$ cat config.mk
export PLATFORM = sky130hd
export DESIGN_NAME = usb_tx_scheduler_flat
export DESIGN_NICKNAME = d
export VERILOG_FILES = /design/src/rtl/usb_tx_scheduler_if.sv /design/src/rtl/usb_tx_scheduler.sv /design/src/flat_wrapper.sv
export SDC_FILE = /design/constraint.sdc
export NUM_CORES = 1
export LEC_CHECK = 0
export ABC_AREA = 1
export BUFFER_PORTS_ARGS = -buffer_cell sky130_fd_sc_hd__buf_2
export CORE_ASPECT_RATIO = 1.4
export CORE_UTILIZATION = 50
export DETAILED_ROUTE_END_ITERATION = 8
export PLACE_DENSITY = 0.83
export SYNTH_ARGS = -nofsm -noshare
export SYNTH_HDL_FRONTEND = slang
export SYNTH_SLANG_ARGS = --single-unit
$ cat constraint.sdc
create_clock -name clk -period 4.2 [get_ports clk]
set_input_delay 0.84 -clock clk [delete_from_list [all_inputs] [get_ports clk]]
set_output_delay 0.84 -clock clk [all_outputs]
set_load 0.01 [all_outputs]
$ cat src/rtl/usb_tx_scheduler_if.sv
// Request, grant and transmit-controller signals shared between the USB tx
// scheduler and its requesters / downstream transmit controller.
interface usb_tx_scheduler_if;
    logic       hs_req;
    logic [1:0] hs_code;
    logic       hs_grant;
    logic       data_req;
    logic [6:0] data_len;
    logic       data_grant;
    logic       data_err;
    logic       data_acked;
    logic       toggle_clr;
    logic [7:0] tx_pid;
    logic [6:0] tx_len;
    logic       tx_has_crc;
    logic       transmit_start;
    logic       tx_eop;
    logic       busy;
    logic       timeout_err;

    modport master (
        output hs_req, hs_code, data_req, data_len, data_acked, toggle_clr, tx_eop,
        input  hs_grant, data_grant, data_err, tx_pid, tx_len, tx_has_crc,
               transmit_start, busy, timeout_err
    );

    modport slave (
        input  hs_req, hs_code, data_req, data_len, data_acked, toggle_clr, tx_eop,
        output hs_grant, data_grant, data_err, tx_pid, tx_len, tx_has_crc,
               transmit_start, busy, timeout_err
    );
endinterface

$ cat src/rtl/usb_tx_scheduler.sv
// Arbitrates handshake vs bulk-IN data packets onto one USB transmit controller,
// tracks the DATA0/DATA1 toggle, waits for EOP (with timeout) and enforces the gap.
module usb_tx_scheduler #(
    parameter int IPG_CYCLES     = 16,
    parameter int TIMEOUT_CYCLES = 4096,
    parameter int MAX_LEN        = 64
) (
    input  logic               clk,
    input  logic               rst,
    usb_tx_scheduler_if.slave  bus
);

    typedef enum logic [1:0] {
        IDLE     = 2'd0,
        LAUNCH   = 2'd1,
        WAIT_EOP = 2'd2,
        GAP      = 2'd3
    } state_t;

    localparam int CNT_MAX = (TIMEOUT_CYCLES > IPG_CYCLES) ? TIMEOUT_CYCLES : IPG_CYCLES;
    localparam int CW      = $clog2(CNT_MAX + 1);
    // The edge that would advance the count to TIMEOUT_CYCLES-1 raises the error,
    // so the pulse lands exactly TIMEOUT_CYCLES cycles after the launch cycle.
    localparam logic [CW-1:0] TO_LAST   = CW'(TIMEOUT_CYCLES - 2);
    localparam logic [CW-1:0] GAP_LAST  = CW'(IPG_CYCLES - 1);
    localparam logic [6:0]    MAX_LEN_W = 7'(MAX_LEN);

    state_t        state_r;
    logic [CW-1:0] count_r;
    logic          toggle_r;
    logic          decide_s;
    logic          oversize_s;
    logic          launch_hs_s;
    logic          launch_data_s;

    function automatic logic [7:0] hs_pid(input logic [1:0] code);
        logic [7:0] pid;
        case (code)
            2'b00:   pid = 8'hD2;
            2'b01:   pid = 8'h5A;
            default: pid = 8'h1E;
        endcase
        return pid;
    endfunction

    function automatic logic [7:0] data_pid(input logic toggle);
        return toggle ? 8'h4B : 8'hC3;
    endfunction

    // Grant decision: made in IDLE and on the final gap cycle, so the idle time
    // between EOP and the next launch is exactly IPG_CYCLES.
    always_comb begin
        decide_s      = (state_r == IDLE) || ((state_r == GAP) && (count_r == GAP_LAST));
        oversize_s    = (bus.data_len > MAX_LEN_W);
        launch_hs_s   = decide_s && bus.hs_req;
        launch_data_s = decide_s && !bus.hs_req && bus.data_req && !oversize_s;
    end

    // Data toggle: clear has priority over flip; independent of packet state.
    always_ff @(posedge clk or posedge rst) begin
        if (rst) begin
            toggle_r <= 1'b0;
        end else if (bus.toggle_clr) begin
            toggle_r <= 1'b0;
        end else if (bus.data_acked) begin
            toggle_r <= ~toggle_r;
        end else begin
            toggle_r <= toggle_r;
        end
    end

    // Packet sequencer and all registered outputs.
    always_ff @(posedge clk or posedge rst) begin
        if (rst) begin
            state_r            <= IDLE;
            count_r            <= '0;
            bus.hs_grant       <= 1'b0;
            bus.data_grant     <= 1'b0;
            bus.data_err       <= 1'b0;
            bus.tx_pid         <= 8'h00;
            bus.tx_len         <= 7'd0;
            bus.tx_has_crc     <= 1'b0;
            bus.transmit_start <= 1'b0;
            bus.busy           <= 1'b0;
            bus.timeout_err    <= 1'b0;
        end else begin
            bus.transmit_start <= 1'b0;
            bus.hs_grant       <= 1'b0;
            bus.data_grant     <= 1'b0;
            bus.timeout_err    <= 1'b0;
            bus.data_err       <= decide_s && !bus.hs_req && bus.data_req && oversize_s;
            if (launch_hs_s || launch_data_s) begin
                state_r            <= LAUNCH;
                count_r            <= '0;
                bus.busy           <= 1'b1;
                bus.transmit_start <= 1'b1;
                bus.hs_grant       <= launch_hs_s;
                bus.data_grant     <= launch_data_s;
                bus.tx_pid         <= launch_hs_s ? hs_pid(bus.hs_code) : data_pid(toggle_r);
                bus.tx_len         <= launch_hs_s ? 7'd0 : bus.data_len;
                bus.tx_has_crc     <= launch_data_s;
            end else begin
                case (state_r)
                    IDLE: begin
                        bus.busy <= 1'b0;
                    end
                    LAUNCH: begin
                        state_r <= WAIT_EOP;
                        count_r <= '0;
                    end
                    WAIT_EOP: begin
                        if (bus.tx_eop) begin
                            state_r <= GAP;
                            count_r <= '0;
                        end else if (count_r == TO_LAST) begin
                            state_r         <= GAP;
                            count_r         <= '0;
                            bus.timeout_err <= 1'b1;
                        end else begin
                            count_r <= count_r + 1'b1;
                        end
                    end
                    GAP: begin
                        if (count_r == GAP_LAST) begin
                            state_r  <= IDLE;
                            count_r  <= '0;
                            bus.busy <= 1'b0;
                        end else begin
                            count_r <= count_r + 1'b1;
                        end
                    end
                    default: begin
                        state_r  <= IDLE;
                        count_r  <= '0;
                        bus.busy <= 1'b0;
                    end
                endcase
            end
        end
    end

endmodule
$ cat src/flat_wrapper.sv
// flat-port wrapper written by rule: the top's interface ports become plain ports
module usb_tx_scheduler_flat 
#(
    parameter int IPG_CYCLES     = 16,
    parameter int TIMEOUT_CYCLES = 4096,
    parameter int MAX_LEN        = 64
)
  (clk, rst, bus_hs_req, bus_hs_code, bus_data_req, bus_data_len, bus_data_acked, bus_toggle_clr, bus_tx_eop, bus_hs_grant, bus_data_grant, bus_data_err, bus_tx_pid, bus_tx_len, bus_tx_has_crc, bus_transmit_start, bus_busy, bus_timeout_err);
  usb_tx_scheduler_if bus_i ();
  input  logic clk;
  input  logic rst;
  input wire logic [$bits(bus_i.hs_req)-1:0] bus_hs_req;
  input wire logic [$bits(bus_i.hs_code)-1:0] bus_hs_code;
  input wire logic [$bits(bus_i.data_req)-1:0] bus_data_req;
  input wire logic [$bits(bus_i.data_len)-1:0] bus_data_len;
  input wire logic [$bits(bus_i.data_acked)-1:0] bus_data_acked;
  input wire logic [$bits(bus_i.toggle_clr)-1:0] bus_toggle_clr;
  input wire logic [$bits(bus_i.tx_eop)-1:0] bus_tx_eop;
  output wire logic [$bits(bus_i.hs_grant)-1:0] bus_hs_grant;
  output wire logic [$bits(bus_i.data_grant)-1:0] bus_data_grant;
  output wire logic [$bits(bus_i.data_err)-1:0] bus_data_err;
  output wire logic [$bits(bus_i.tx_pid)-1:0] bus_tx_pid;
  output wire logic [$bits(bus_i.tx_len)-1:0] bus_tx_len;
  output wire logic [$bits(bus_i.tx_has_crc)-1:0] bus_tx_has_crc;
  output wire logic [$bits(bus_i.transmit_start)-1:0] bus_transmit_start;
  output wire logic [$bits(bus_i.busy)-1:0] bus_busy;
  output wire logic [$bits(bus_i.timeout_err)-1:0] bus_timeout_err;
  assign bus_i.hs_req = bus_hs_req;
  assign bus_i.hs_code = bus_hs_code;
  assign bus_i.data_req = bus_data_req;
  assign bus_i.data_len = bus_data_len;
  assign bus_i.data_acked = bus_data_acked;
  assign bus_i.toggle_clr = bus_toggle_clr;
  assign bus_i.tx_eop = bus_tx_eop;
  assign bus_hs_grant = bus_i.hs_grant;
  assign bus_data_grant = bus_i.data_grant;
  assign bus_data_err = bus_i.data_err;
  assign bus_tx_pid = bus_i.tx_pid;
  assign bus_tx_len = bus_i.tx_len;
  assign bus_tx_has_crc = bus_i.tx_has_crc;
  assign bus_transmit_start = bus_i.transmit_start;
  assign bus_busy = bus_i.busy;
  assign bus_timeout_err = bus_i.timeout_err;
  usb_tx_scheduler #(.IPG_CYCLES(IPG_CYCLES), .TIMEOUT_CYCLES(TIMEOUT_CYCLES), .MAX_LEN(MAX_LEN)) u_core (.clk(clk), .rst(rst), .bus(bus_i));
endmodule
==> flow_metrics.tcl, run 1 <==
set metrics [dict create \
    wl_per_cell_um 12.09 \
    fp.dieArea_sq_mm 0.004169 \
    fp.dieW_um 54.86 \
    setup_viol 0 \
    path_cells "ha_1, nand3_2, nor2_2, nand3_2, nand2_4, nand3_4, nand4_4, inv_2, nand2_1, nand2_1" \
    syn_area_per_cell_sq_um 8.252 \
    worst_path_max_delay_cell "dfrtp_1" \
    grt_pass1_wl_um 6644 \
    endpoint "u_core.count_r[8]" \
    critical_path.top_delay_family "simple AND/OR/NAND/NOR gates" \
    synth_cells 237 \
    clockBufferDepth 2 \
    p_per_area_mw_per_mm2 593.4 \
    grt_max_degree 26 \
    cts_hold_buf 0 \
    ys_seq_area_share_pct 47.34 \
    critPathCaptureType "register" \
    synth_edf_count 0 \
    drt_pre_antenna_iters 4 \
    route.vias.total 1588 \
    cts_setup_buffers 0 \
    syn-num-nets 260 \
    finClkSkew_ps 2.185 \
    yosys_register_bits 37 \
    cp.arrival_ps 2220 \
    h-tree-depth 2 \
    finalCriticalPeriod_ps 2039 \
    grt_pass1_vias 1571 \
    tritoncts "yes" \
    antenna_cells 0 \
    cts_sinks 37 \
    ys.flop_type "dfrtp_1" \
    antenna_left 0 \
    fin_tns_setup_ps 0 \
    p_leak_uw 0.001211 \
    cp_num_buf_inv 1 \
    peakVddDrop_mv 0.4134 \
    r2r_slack_ps 2160 \
    globalplace.congestion 0.8318 \
    async_flop_share_pct 100.0 \
    maxSlewHeadroom_pct 38.11 \
    ios 38 \
    via_per_inst 4.994 \
    start_util_pct 52.73 \
    cts_root_buffer "clkbuf_8" \
    drive_above_1_share_pct 22.83 \
    path_max_fanout 17 \
    outcome "completed" \
    num_rows 26 \
    cts_buffers 5 \
    nNetsFinal 298 \
    die_h_um 76.00 \
    syn_area_sq_mm 0.001956 \
    syn2layout_area_growth_pct 15.87 \
    start_kind "register" \
    clkTransAtPathRegs_ps 70 \
    grt_usage_pct 21.39 \
    r2r_cells 10 \
    fin_util_pct 61.10 \
    cp.required_ps 4380 \
    nFillCells 354 \
    worstSkewPairLatency_ps 290 \
    fmax_mhz 490.5 \
    tightest_slew_ps 927.3 \
    min_path_type "reg -> reg" \
    final_cell_mix "nand2_1 (81), dfrtp_1 (37), buf_2 (36)" \
    routed_wl_um 3844 \
    final_common_cell "nand2_1" \
    hpwlAfterDp_um 2887 \
    path_class "reg -> reg" \
    numPortBuffers 36 \
    drv_cap 0 \
    critPathLaunch "u_core.count_r[0]" \
    drt_iter0_drc 33 \
    hold_viol 0 \
    cts_resized 0 \
    yosys_warnings 0 \
    antenna_found_initial 0 \
    rsz0062_at_grt "false" \
    path_depth 10 \
    drc_errors 0 \
    ys_types 29 \
    r2r_end "u_core.count_r[8]" \
    reg2reg_from "u_core.count_r[0]" \
    max_stage_delay_ps 410 \
    fin_crit_sh_pct 48.54 \
    maxSlewViolCount 0 \
    grt_overflow_total 0 \
    fp.coreArea_sq_mm 0.003709 \
]
-- worst register-to-register path, cell delays in order (launching register included) --
cell	delay, ps
dfrtp_1	410
ha_1	210
nand3_2	140
nor2_2	160
nand3_2	110
nand2_4	110
nand3_4	200
nand4_4	260
inv_2	170
nand2_1	100
nand2_1	60
-- cells in the mapped netlist, drive strengths merged (3+ instances only) --
cell	n	share of area, %
nand3	11	4.2
xor2	7	3.1
nand3b	6	2.3
xnor2	3	1.3
o21ai	9	2.3
nor2	25	4.9
inv	27	5.2
nor3	4	1.0
nand2	84	17
ha	7	4.5
nand4	4	2.0
buf	6	2.6
dfrtp	37	47
-- stage by stage --
| stage | instances | hold WS, ps | area [sq um] | worst slack (ps) | power, uW |
|---|---|---|---|---|---|
| floorplan | 237 | 437.7 | 1956 | 2335 | 908.6 |
| global placement | 310 | 441.1 | 2146 | 1986 | 1006 |
| detailed placement | 310 | 447.0 | 2146 | 1931 | 1029 |
| CTS | 318 | 466.5 | 2266 | 2190 | 1355 |
| global route | 318 | 480.2 | 2266 | 2012 | 1443 |
| finish | 318 | 461.8 | 2266 | 2161 | 1345 |
-- per-layer routing --
layer  track usage [%]  part of all wire [%]
met1             27.38                    42
met2             34.34                    52
met4             6.923                   1.7
met5                 0                     0
met3             4.990                   4.3
-- where the power goes --
part           switching [uW]  internal [uW]  total, uW  leakage (uW)
Clock                     131            193        324     0.0000574
Sequential               57.8            444        501      0.000485
Combinational             342            178        519      0.000669
-- kinds of logic (layout without fill, tap and decap cells) --
logic type	Yosys count	in the layout	share of synthesized area, %
other	1	1	0.1918
adder cells (fa/ha/maj)	7	7	4.478
XOR/XNOR	10	10	4.479
AO/OA/AOI/OAI	13	13	3.711
flip-flops	37	37	47.34
buffers and inverters	34	73	7.932
AND/OR/NAND/NOR	135	135	31.86
-- worst min path at each step --
stage | from | end | slack, ps | depth (start not counted)
2_1_floorplan | u_core.toggle_r | u_core.toggle_r | 440 | 1
6_report | u_core.bus.tx_pid[1] | u_core.bus.tx_pid[1] | 460 | 1
4_1_cts | u_core.bus.tx_pid[1] | u_core.bus.tx_pid[1] | 470 | 1
5_1_grt | u_core.toggle_r | u_core.toggle_r | 480 | 1
3_5_place_dp | u_core.bus.tx_pid[1] | u_core.bus.tx_pid[1] | 450 | 1
3_3_place_gp | u_core.bus.tx_pid[1] | u_core.bus.tx_pid[1] | 440 | 1
-- registers in the layout, indices dropped and copies added (netlist names) --
signal / count
u_core.bus.busy: 1
u_core.bus.data_err: 1
u_core.bus.data_grant: 1
u_core.bus.hs_grant: 1
u_core.bus.timeout_err: 1
u_core.bus.transmit_start: 1
u_core.bus.tx_has_crc: 1
u_core.bus.tx_len: 7
u_core.bus.tx_pid: 7
u_core.count_r: 13
u_core.state_r: 2
u_core.toggle_r: 1
-- cell type report --
class	instances	area, sq um	share of cell area, %
flip-flops and latches	37	925.9	40.86
clock inverters	2	37.54	1.657
well taps	42	52.55	2.319
multi-input cells	166	874.6	38.60
inverters	28	105.1	4.638
clock buffers	6	82.58	3.644
repair buffers	37	187.7	8.283
Power figures use the tool's default switching activity.
==> inputs of run 2 (changes only) <==
CORE_UTILIZATION = 49   (was 50)
PLACE_DENSITY = 0.85   (was 0.83)
clock period = 1.76 ns   (was 4.2 ns; I/O delays follow)
==> run 2 against run 1 <==
- sequential cell count stayed put
- die area up 2.0%
- via count grew 5.0%
- non-clock buffer count up 10
- count of clock-buffer cells in the layout grew 1
- global-route usage decreased by 1.5 points
- sequential power is 140% higher
- utilization up 1.7 points
- setup slack worse by 2100 ps
- final cell count rose by 2.8%
- sequential share of layout area down 1.3 points
- largest power group unchanged
==> flow_metrics.tcl, run 2 (synthesis results as in run 1) <==
set metrics [dict create \
    outcome "completed" \
    fin_util_pct 62.78 \
    grt_pass1_wl_um 6768 \
    h-tree-depth 2 \
    grt_usage_pct 19.86 \
    grt_pass1_vias 1606 \
    antenna_left 0 \
    numPlacedInstances 318 \
    nNetsFinal 308 \
    path_cells "inv_1, nand2_1, nor2_4, nand3_2, nand2_4, nand3_4, buf_6, nand4_1, nand2_1, nand2_1, nand2_1" \
    fin_crit_sh_pct 94.80 \
    start_util_pct 52.27 \
    clockBufferDepth 2 \
    p_per_area_mw_per_mm2 1365 \
    path_class "reg -> reg" \
    start_kind "register" \
    p_leak_uw 0.001246 \
    via_per_inst 5.098 \
    maxSlewViolCount 0 \
    cpMostUsedCell "nand2_1" \
    max_stage_delay_ps 430 \
    finClkSkew_ps 4.209 \
    p_total_uw 3205 \
    setup_viol 0 \
    cts_buffers 5 \
    clkTransAtPathRegs_ps 70 \
    fp.dieArea_sq_mm 0.004251 \
    route.vias.total 1667 \
    peakVddDrop_mv 1.111 \
    ios 38 \
    grt_max_degree 38 \
    reg_top3 "u_core.count_r: 13 flops, u_core.bus.tx_len: 7 flops, u_core.bus.tx_pid: 7 flops" \
    drt_pre_antenna_iters 4 \
    path_max_fanout 11 \
    hpwlAfterDp_um 2923 \
    largest_register_ffs 13 \
    cp.required_ps 1940 \
    hold_viol 0 \
    routed_wl_um 4044 \
    globalplace.congestion 0.8826 \
    numPortBuffers 36 \
    drt_iter0_drc 60 \
    worst_path_max_delay_cell "dfrtp_1" \
    antenna_found_initial 0 \
    drc_errors 0 \
    num_rows 26 \
    nFillCells 292 \
    syn2layout_area_growth_pct 20.09 \
    fin_cells 327 \
    fmax_mhz 599.3 \
    worstSkewPairLatency_ps 290 \
    final_cell_mix "nand2_1 (81), buf_2 (36), dfrtp_1 (35)" \
    wl_per_cell_um 12.37 \
    final_common_cell "nand2_1" \
    finalCriticalPeriod_ps 1669 \
    antenna_cells 0 \
    tritoncts "yes" \
    fp.coreArea_sq_mm 0.003741 \
    critical_path.top_delay_family "simple AND/OR/NAND/NOR gates" \
    rsz0062_at_grt "true" \
    max_flop_register "u_core.count_r" \
    cts_root_buffer "clkbuf_8" \
    cts_sinks 37 \
    die_h_um 76.75 \
    min_path_type "in -> async" \
    grt_overflow_total 0 \
    cp_num_buf_inv 2 \
    cp.arrival_ps 1850 \
    drv_cap 0 \
    r2r_slack_ps 90 \
    fp.dieW_um 55.39 \
    critPathCaptureType "register" \
    drive_above_1_share_pct 27.02 \
]
## run 2: power breakdown
group | switching (uW) | internal [uW] | total, uW
logic | 871 | 540 | 1410
registers | 135 | 1060 | 1200
clock network | 286 | 311 | 597
total | 1290 | 1910 | 3210
## run 2: final cells by class
cell class                      count  area (sq um)  share of cell area, %
Sequential cell                    37         928.4                  39.53
Timing Repair Buffer               47         266.5                  11.35
Tap cell                           42         52.55                  2.238
Inverter                           28         107.6                  4.582
Multi-Input combinational cell    166         907.1                  38.63
Clock buffer                        7         86.33                  3.676
## run 2: final timing paths
check / end / start / cells after the start
worst max-delay path: u_core.bus.busy / u_core.count_r[5] / 11
worst min-delay path: u_core.state_r[0] / rst / 3
worst max register to register: u_core.bus.busy / u_core.count_r[5] / 11
worst min register to register: u_core.bus.tx_pid[1] / u_core.bus.tx_pid[1] / 1
max in group asynchronous: u_core.count_r[9] / rst / 3
min in group clk: u_core.toggle_r / bus_data_acked / 2
## run 2: metal layers
metal / vias to the layer above / wire length (um) / share of wire [%] / global-route usage, %
met5: - / 0 / 0 / 0
met4: 0 / 66 / 1.6 / 8.250
met3: 6 / 166 / 4.1 / 3.879
met2: 44 / 2134 / 53 / 36.14
met1: 795 / 1677 / 41 / 22.23
li1: 822 / - / - / -
## run 2: worst register-to-register path, stage by stage (launching register included)
cell     delay (ps)
dfrtp_1         430
inv_1           140
nand2_1         100
nor2_4          130
nand3_2         100
nand2_4         100
nand3_4         130
buf_6           190
nand4_1          70
nand2_1          80
nand2_1          60
nand2_1          40
## run 2: what timing repair did
action / in CTS / in global routing
buffers inserted: 0 / 2
gates resized for setup: 0 / 11
hold buffers: 0 / 0
endpoints found under the setup margin: 0 / 26
## run 2: per-stage QoR
step | setup TNS (ps) | hold WS [ps] | worst slack, ps | area (sq um)
after floorplan | 0 | 437.7 | 144.0 | 1956
after global placement | 0 | 441.2 | 87.74 | 2206
after detailed placement | 0 | 449.9 | 53.58 | 2206
after CTS | 0 | 169.7 | 25.56 | 2292
after global routing | -197.2 | 222.4 | -46.05 | 2349
final | 0 | 159.1 | 91.47 | 2349
==> inputs of run 3 (changes only) <==
REMOVE_ABC_BUFFERS = 1   (was not set)
==> run 3 against run 2 <==
- the flow now finishes with violations (setup timing)
- sequential cell count did not move
- die area stayed put
- utilization up 6.2 points
- register-to-register slack worse by 140 ps
==> flow_metrics.tcl, run 3 (synthesis results as in run 1) <==
set metrics [dict create \
    grt_pass1_vias 1616 \
    numPortBuffers 36 \
    nFillCells 251 \
    cts_buffers 5 \
    drt_pre_antenna_iters 4 \
    routed_wl_um 4954 \
    seqPwrFrac_pct 31.1 \
    fp.coreArea_sq_mm 0.003741 \
    wl_per_cell_um 14.57 \
    tritoncts "yes" \
    power_frac_comb_pct 46.0 \
    r2r_end "u_core.count_r[0]" \
    numPlacedInstances 314 \
    cp.required_ps 1940 \
    p_sw_uw 1556 \
    r2r_slack_ps -50 \
    fin_cells 340 \
    maxSlewViolCount 0 \
    violations "setup timing" \
    finalCriticalPeriod_ps 1806 \
    fin_tns_setup_ps -90.05 \
    critPathCaptureType "register" \
    p_leak_uw 0.001337 \
    drive_above_1_share_pct 32.55 \
    finalInstanceArea_sq_mm 0.002579 \
    syn2layout_area_growth_pct 31.86 \
    setup_viol 4 \
    outcome "finished, violations left" \
    path_class "reg -> reg" \
    largest_register_ffs 13 \
    dp_slack_ps 16.31 \
    final_cell_mix "nand2_1 (79), buf_2 (36), dfrtp_1 (34)" \
    start_util_pct 52.27 \
    antenna_left 0 \
    reg_top3 "u_core.count_r: 13 flops, u_core.bus.tx_len: 7 flops, u_core.bus.tx_pid: 7 flops" \
    grt_pass1_wl_um 6858 \
    fin_crit_sh_pct 102.6 \
    peakVddDrop_mv 1.111 \
    antenna_found_initial 0 \
    hold_viol 0 \
    max_flop_register "u_core.count_r" \
    num_rows 26 \
    start_kind "register" \
    globalplace.congestion 0.8794 \
    reg2reg_from "u_core.count_r[0]" \
    intPower_uw 2321 \
    min_path_type "in -> async" \
    regArea_sq_um 929.6 \
    rsz0062_at_grt "true" \
    drv_cap 0 \
    route.vias.total 1794 \
    met3_wirelength_um 231 \
    drt_iter0_drc 82 \
    clkTransAtPathRegs_ps 80 \
    r2r_cells 11 \
    hpwlAfterDp_um 2890 \
    antenna_cells 0 \
    finClkSkew_ps 10.41 \
    h-tree-depth 2 \
    grt_overflow_total 0 \
    via_per_inst 5.276 \
    worstSkewPairLatency_ps 300 \
    route.layer.met1.wl_um 1802 \
    drc_errors 0 \
    cts_sinks 37 \
    p_per_area_mw_per_mm2 1504 \
    fp.dieW_um 55.39 \
    clockBufferDepth 2 \
    cts_root_buffer "clkbuf_8" \
    multi_input_area_sq_um 982.2 \
    setup_ws_ps -46.37 \
    grt_usage_pct 20.52 \
    fp.dieArea_sq_mm 0.004251 \
    clockPowerShare_pct 22.8 \
    placed_area_sq_mm 0.002176 \
    final_common_cell "nand2_1" \
    path_max_fanout 9 \
    die_h_um 76.75 \
    switching_share_pct 40.14 \
    cp.arrival_ps 1990 \
    grt_max_degree 38 \
    top_layer "met4" \
    nNetsFinal 320 \
    fmax_mhz 553.6 \
    critPathLaunch "u_core.count_r[0]" \
    ios 38 \
    wl_met2_um 2752 \
]
[run 3: cell count changes in the layout (fill, tap and decap cells not counted), sizes merged]
cell and delta:
buf +10, bufinv +2, clkbuf -2, clkinv +1, nand3 +1, nand4 +1
[run 3: worst max path at each step]
stage,to,slack (ps)
2_1_floorplan,u_core.count_r[12],80
3_3_place_gp,u_core.state_r[1],50
3_5_place_dp,u_core.state_r[0],20
4_1_cts,u_core.bus.tx_pid[7],0.9
5_1_grt,u_core.count_r[0],-100
6_report,u_core.count_r[0],-50
[run 3: routing by layer]
layer | vias up | track usage (%)
met5 | - | 0
met4 | 0 | 8.500
met3 | 14 | 4.722
met2 | 71 | 38.07
met1 | 853 | 21.83
li1 | 856 | -
[run 3: worst max-delay path, cell delays in order (launching register included)]
cell      delay [ps]
dfrtp_2          450
ha_4             190
nand3_2           80
nor2_4            40
nand3_2           80
nand2_4           80
buf_12           130
nand2_8          100
nand4_4          170
buf_4            180
nand3b_1          90
nand2_1           80
[run 3: through the flow]
step	utilization (%)	power (uW)	hold slack, ps
floorplan	-	2045	437.7
global placement	58.16	2428	442.3
detailed placement	58.16	2465	446.5
CTS	62.07	3365	174.5
global route	68.93	4090	204.9
finish	68.93	3878	141.2
[run 3: final cells by class]
class                      instances  area share [%]
multi-input combinational        168           38.09
sequential                        37           36.05
timing repair buffer              57           14.17
inverter                          28           4.464
clock buffer                       5           2.669
clock inverter                     3           2.523
tap                               42           2.038
[run 3: power groups by stage]
stage | sequential, uW | combinational, uW | clock, uW
floorplan | 1270 | 775 | 0
detailed placement | 1200 | 1270 | 0
finish | 1210 | 1780 | 885
CTS | 1190 | 1300 | 879
global placement | 1200 | 1230 | 0
global route | 1230 | 1930 | 928
[run 3: timing repair]
item                       4_1_cts  5_1_grt
hold buffers                     0        0
setup buffers                    0       16
setup endpoints to repair        5       28
resized for setup                2       26
pin swaps                        0       10
cloned                           0        2
